===== src/rtl/uart_receiver.sv =====
// uart_receiver: oversampled 8N1 UART receiver with a byte holding register,
// a level interrupt request towards the cpu, and sticky overrun/framing flags.
// The serial line is brought into the clk domain through a two-flop synchronizer.
// The receive FSM finds the middle of the start bit and then samples one
// bit every WAIT cycles.
module uart_receiver #(
    parameter int WAIT = 8
) (
    input  logic       clk,
    input  logic       reset,
    input  logic       uart_rx,
    input  logic       ack,
    output logic [7:0] rx_data,
    output logic       intr,
    output logic       overrun,
    output logic       frame_err
);

    localparam int CNT_W = (WAIT > 1) ? $clog2(WAIT) : 1;

    // Counter values at which the FSM samples: middle of the start bit, and one full bit later.
    localparam logic [CNT_W-1:0] HALF_M1 = CNT_W'(WAIT / 2 - 1);
    localparam logic [CNT_W-1:0] FULL_M1 = CNT_W'(WAIT - 1);

    typedef enum logic [1:0] {
        IDLE,
        START,
        DATA,
        STOP
    } state_t;

    state_t           state;
    logic [CNT_W-1:0] cnt;
    logic [2:0]       idx;
    logic [7:0]       shift;

    logic ff1;
    logic ff2;
    logic rx_s;

    logic stop_edge;
    logic stop_ok;
    logic stop_bad;

    // Two-flop synchronizer on the asynchronous serial line. Both flops reset to idle-high.
    always_ff @(posedge clk) begin
        if (reset) begin
            ff1 <= 1'b1;
            ff2 <= 1'b1;
        end else begin
            ff1 <= uart_rx;
            ff2 <= ff1;
        end
    end

    assign rx_s = ff2;

    // Stop-bit sampling edge and its outcome; these drive the host-facing flags.
    assign stop_edge = (state == STOP) && (cnt == FULL_M1);
    assign stop_ok   = stop_edge && rx_s;
    assign stop_bad  = stop_edge && !rx_s;

    // Receive FSM: start-bit qualification, LSB-first data shifting and stop-bit checking.
    always_ff @(posedge clk) begin
        if (reset) begin
            state <= IDLE;
            cnt   <= '0;
            idx   <= '0;
            shift <= '0;
        end else begin
            case (state)
                IDLE: begin
                    if (!rx_s) begin
                        state <= START;
                        cnt   <= '0;
                    end
                end

                START: begin
                    if (cnt == HALF_M1) begin
                        cnt <= '0;
                        if (!rx_s) begin
                            // Line still low at mid start bit: a real frame.
                            state <= DATA;
                            idx   <= '0;
                        end else begin
                            // Low pulse shorter than half a bit: treat as a glitch.
                            state <= IDLE;
                        end
                    end else begin
                        cnt <= cnt + 1'b1;
                    end
                end

                DATA: begin
                    if (cnt == FULL_M1) begin
                        shift[idx] <= rx_s;
                        cnt        <= '0;
                        idx        <= idx + 1'b1;
                        if (idx == 3'd7) begin
                            state <= STOP;
                        end
                    end else begin
                        cnt <= cnt + 1'b1;
                    end
                end

                STOP: begin
                    if (cnt == FULL_M1) begin
                        // Back to IDLE right away so the next start bit is seen on the following cycle.
                        cnt   <= '0;
                        state <= IDLE;
                    end else begin
                        cnt <= cnt + 1'b1;
                    end
                end

                default: begin
                    state <= IDLE;
                    cnt   <= '0;
                end
            endcase
        end
    end

    // Host-facing registers. A valid stop sample takes priority over an ack on the same edge.
    always_ff @(posedge clk) begin
        if (reset) begin
            rx_data   <= 8'h00;
            intr      <= 1'b0;
            overrun   <= 1'b0;
            frame_err <= 1'b0;
        end else begin
            if (ack) begin
                intr      <= 1'b0;
                overrun   <= 1'b0;
                frame_err <= 1'b0;
            end
            if (stop_ok) begin
                rx_data <= shift;
                intr    <= 1'b1;
                // Only an unconsumed previous byte counts as lost. An ack on this
                // same edge means the cpu took it.
                if (intr && !ack) begin
                    overrun <= 1'b1;
                end
            end
            if (stop_bad) begin
                frame_err <= 1'b1;
            end
        end
    end

endmodule


===== config.mk =====
export PLATFORM = sky130hd
export DESIGN_NAME = uart_receiver
export DESIGN_NICKNAME = d
export VERILOG_FILES = /design/src/rtl/uart_receiver.sv
export SDC_FILE = /design/constraint.sdc
export NUM_CORES = 1
export LEC_CHECK = 0
export BUFFER_PORTS_ARGS = -buffer_cell sky130_fd_sc_hd__buf_2
export CORE_MARGIN = 2
export CORE_UTILIZATION = 37
export CTS_BUF_LIST = sky130_fd_sc_hd__clkbuf_16
export CTS_CLUSTER_DIAMETER = 60
export DETAILED_ROUTE_END_ITERATION = 12
export PLACE_DENSITY = 0.57
export SYNTH_ARGS = -nofsm -noshare
export SYNTH_HDL_FRONTEND = slang
export SYNTH_SLANG_ARGS = --single-unit

===== constraint.sdc =====
create_clock -name clk -period 2 [get_ports clk]
set_input_delay 0.3 -clock clk [delete_from_list [all_inputs] [get_ports clk]]
set_output_delay 0.3 -clock clk [all_outputs]
set_load 0.05 [all_outputs]

* Word-level counts from Yosys, hierarchy flattened *
Index checks and enable logic that the tools add are counted.

word-level totals
  bits in registers = 29
  input port bits = 4
  logic and storage cells = 64

operators by class
  add/subtract/negate cells = 2
  order comparisons = 2
  equality and inequality tests = 12
  mux-type cells = 23
  reduce and logical (&&, ||, !) cells = 15

operators by type and width
  operator                                                    number
  2-to-1 mux 3 bit                                            5
  2-to-1 mux 2 bit                                            6
  inequality test 2 bit, second input constant                5
  one-hot mux 3 bit (3 select lines)                          1
  bitwise mux 8 bit                                           1
  one-hot mux 2 bit (4 select lines)                          1
  2-to-1 mux 1 bit                                            7
  adder 3 x 1 -> 3 bit, second input constant                 2
  equality test 3 bit, second input constant                  2
  one-hot mux 3 bit (2 select lines)                          1
  nonzero test 2 bit                                          3
  logical AND 1 bit                                           5
  AND reduction 5 bit                                         1
  equality test 2 bit, second input constant                  2
  less-than comparator 3 x 4 -> 1 bit, second input constant  1
  AND reduction 4 bit                                         1
  demux 1 bit (select 3 bit)                                  1
  equality test 3 x 2 -> 1 bit, second input constant         1
  >= comparator 3 x 1 -> 1 bit, second input constant         1
  equality test 2 x 1 -> 1 bit, second input constant         1
  logical NOT 1 bit                                           2
  logical NOT 2 bit                                           1
  inequality test 2 x 1 -> 1 bit, second input constant       1
  AND reduction 2 bit                                         1
  OR reduction 2 bit                                          1

* Depth between registers and ports, before layout *
  depth after elaboration = 5
  depth in mapped cells = 5

* Worst setup path before layout *
Ideal clock, no wire load.

  kind = register -> register
  from = register cnt[0]
  to = register idx[0]
  setup time = 124 ps
  data arrival time = 1312 ps
  path slack = 564 ps
  stages on the path, launching flop included = 6
  buffers on the path = 1
  clock period less this slack = 1436 ps
  path through = dfxtp_1 -> ha_1 -> and3_1 -> buf_4 -> mux2_2 -> o2bb2ai_1

between the ends
  word-level cells in the longest chain between the ends = 3

RTL lines
  element                                                              line    RTL
  start: declaration                                                   33      logic [CNT_W-1:0] cnt;
  start signal: assignment                                             91      cnt <= cnt + 1'b1;
  start signal: assignment                                             104     cnt <= cnt + 1'b1;
  start signal: assignment                                             114     cnt <= cnt + 1'b1;
  equality test 3 bit or equality test 3 x 2 -> 1 bit (tied branches)  96, 80
  inequality test 2 bit (no source line)                               -
  AND reduction 4 bit (no source line) (*)                             -
  end signal: assignment                                               99      idx <= idx + 1'b1;
  end: declaration                                                     34      logic [2:0] idx;

Mark *: on every way between the ends. The rest lies on a longest branch, timed or not.
A chain may end at the register's enable or synchronous reset.

* Final worst setup path *
  from = register cnt[0]
  to = register rx_data[2]

between the ends
  word-level cells in the longest chain between the ends = 3

RTL lines
  element                 line  RTL
  equality test 3 bit     59    assign stop_edge = (state == STOP) && (cnt == FULL_M1);
  logical AND 1 bit       59
  logical AND 1 bit       60    assign stop_ok = stop_edge && rx_s;
  end signal: assignment  140   rx_data <= shift;
  end: declaration        13    output logic [7:0] rx_data,

No other way between the ends.

==> metrics.txt <==
final instance area=~1600 sq um; grt met2 use=0.222; Mapped Area=~1400 sq um; Die ar.=roughly 4200 sq um; Final Slew Violations=0; share of layout cells above drive strength 1=0.217; nature of the critical path startpoint=flip-flop; Crit path required time=about 2200 ps; # nets final=160; TritonCTS clock tree=done; number of synthesized flops with an enable pin=0; Worst-Skew Late Latency=about 270 ps; layer with the highest usage=met2; Die Ht=65.0 um; post-cts resize count=0; number of vias per cell=5.09; number of global-route vias before repair=around 980; Syn. warnings=0; Reg clk slew, reported paths=~50 ps; area of the core=between 3000 and 4000 sq um; Synth area leader=dfxtp_1; final setup vio count=0; Tightest Pin Transition=around 460 ps; Fill cells=around 380; Root Buffer Master=clkbuf_16; first-pass GRT wire length=roughly 4.7 mm; io pins=15; asr flop ratio synth=0; status=complete, no violations; register bit total from synthesis=29; GR Util met1=0.192; max frequency=between 500 and 600 MHz; PortBufs=14; post-CTS setup repair buffer count=0; crit path kind=reg2reg; Detail Route Antenna Nets=0; critical-path maximum fanout=13; CTS max path bufs=2; Final Critical Period=~1800 ps; Residual DRC=0; initial antenna violation count=0; MaxCap Viol Count=0; CTS buffer count=5; leak pwr=around 0.67 nW; Synth cell types=41; Synth area leaders=dfxtp_1 (42%), mux2i_1 (12%), nand2b_1 (9.1%), ha_1 (4.5%), nand4_1 (2.7%); clock skew=approximately 3.9 ps; Hold Path Class=in2reg; Pre-antenna DRT Iters=4; number of buffers inserted by hold repair at cts=0; post-synthesis sequential area ratio=0.422; CTS H-tree lvls=2; Syn Inst Count=137; area delta synth->final=16.6%; initial drt markers=82; relative slew slack=0.692; Arrival @ worst endpoint=about 2000 ps; syn_nets=between 100 and 150; RSZ-0062 raised after global routing=no; hpwl dp=1.79 mm; overall routed net length=between 2 and 3 mm; count leader, synth=dfxtp_1; Peak VDD IR=around 0.00057 V; Hold Fails Final Rpt=0; initial core utilization=0.382; final setup TNS=0 ps; met3 global-route usage=0.0417; largest net degree at the start of global routing=32; power density over the cells=around 830 nW/um^2; GRT Overall Usage=0.145; Final Cycle Share=0.915; Chip Width=~65 um; ys flop type=dfxtp_1; area post-placement=roughly 1500 sq um; crit end category=flip-flop; GR Overflow Total=0; synth cell count leaders=dfxtp_1 (29), nand2b_1 (20), mux2i_1 (16), nand4_1 (6); Placer Congestion=between 0.8 and 0.9; Synth top area share=0.422; WL/cell=between 10 and 15 um; Rows=22; Mean Syn Cell Area=10.0 sq um; number of diodes=0; number of clock sinks=29; via count=1018
==> power breakdown <==
group | switching (W) | total [W] | internal, W
sequential | 0.0000117 | 0.000598 | 0.000586
combinational | 0.0000272 | 0.0000520 | 0.0000248
clock | 0.000238 | 0.000688 | 0.000449
total | 0.000277 | 0.00134 | 0.00106
==> placed cells by master, fill, tap and decap left out, types with 3 or more instances in the layout <==
| cell | netlist | layout |
|---|---|---|
| clkbuf_16 | 0 | 5 |
| nand3_1 | 4 | 4 |
| buf_2 | 2 | 14 |
| dfxtp_1 | 29 | 29 |
| buf_4 | 2 | 3 |
| nand4_1 | 6 | 6 |
| nand2b_1 | 20 | 20 |
| nor2b_1 | 3 | 3 |
| mux2i_1 | 16 | 16 |
| nor2_1 | 5 | 5 |
| inv_1 | 3 | 4 |
| a21oi_1 | 5 | 5 |
| ha_1 | 5 | 5 |
==> sequential cells by signal, indices dropped and copies added, names as in the netlist, named ones only <==
signal and flops:
intr 1, frame_err 1, state 1, cnt 3, idx 3, overrun 1, ff2 1, rx_data 8
shift 8, ff1 1
==> worst max-delay path, stage by stage, from the launching register on <==
cell and delay, ps:
dfxtp_1 400, ha_1 310, and3_1 440, and3_2 380, mux2i_1 220
==> metal layers <==
metal | vias to the layer above | wire length, um
li1 | 512 | -
met1 | 481 | 1370
met2 | 21 | 1220
met3 | 4 | 103
met4 | 0 | 34
met5 | - | 0
==> final timing paths <==
path,startpoint,to,slack [ps],cells after the start
worst max-delay path,cnt[0]$_SDFFE_PP0P_,rx_data[2]$_SDFFE_PP0P_,170,4
worst min-delay path,uart_rx,ff1$_SDFF_PP1_,220,2
worst max register to register,cnt[0]$_SDFFE_PP0P_,rx_data[2]$_SDFFE_PP0P_,170,4
worst min register to register,ff1$_SDFF_PP1_,ff2$_SDFF_PP1_,420,1
==> per-stage QoR <==
stage / worst slack (ps) / power [W] / std cells / utilization / hold WS [ps]
final: 171 / 0.00134 / 200 / 0.445 / 221
after CTS: 153 / 0.00135 / 200 / 0.445 / 218
after global placement: 291 / 0.000659 / 192 / 0.407 / 400
after detailed placement: 184 / 0.000661 / 192 / 0.407 / 408
after floorplan: 564 / 0.000647 / 137 / - / 379
after global routing: 27.0 / 0.00138 / 200 / 0.445 / 235
==> cell type report <==
cell class / instances / area [sq um] / share of cell area
timing repair buffer: 17 / 92.6 / 0.0577
multi-input combinational: 95 / 722 / 0.450
tap: 48 / 60.1 / 0.0374
clock inverter: 3 / 13.8 / 0.00857
sequential: 29 / 581 / 0.362
clock buffer: 5 / 125 / 0.0779
inverter: 3 / 11.3 / 0.00701
==> cell families (layout without fill, tap and decap cells) <==
kind of cell / Yosys count / count (layout) / share of synthesized area
and+or+nand+nor: 54 / 54 / 0.255
DFF: 29 / 29 / 0.422
AOI/OAI and AO/OA: 18 / 18 / 0.0927
muxes: 17 / 17 / 0.125
buffers and inverters: 13 / 28 / 0.0536
adders and majority gates: 5 / 5 / 0.0455
xor gates and xnor gates: 1 / 1 / 0.00636
(Power assumes the default switching activity.)
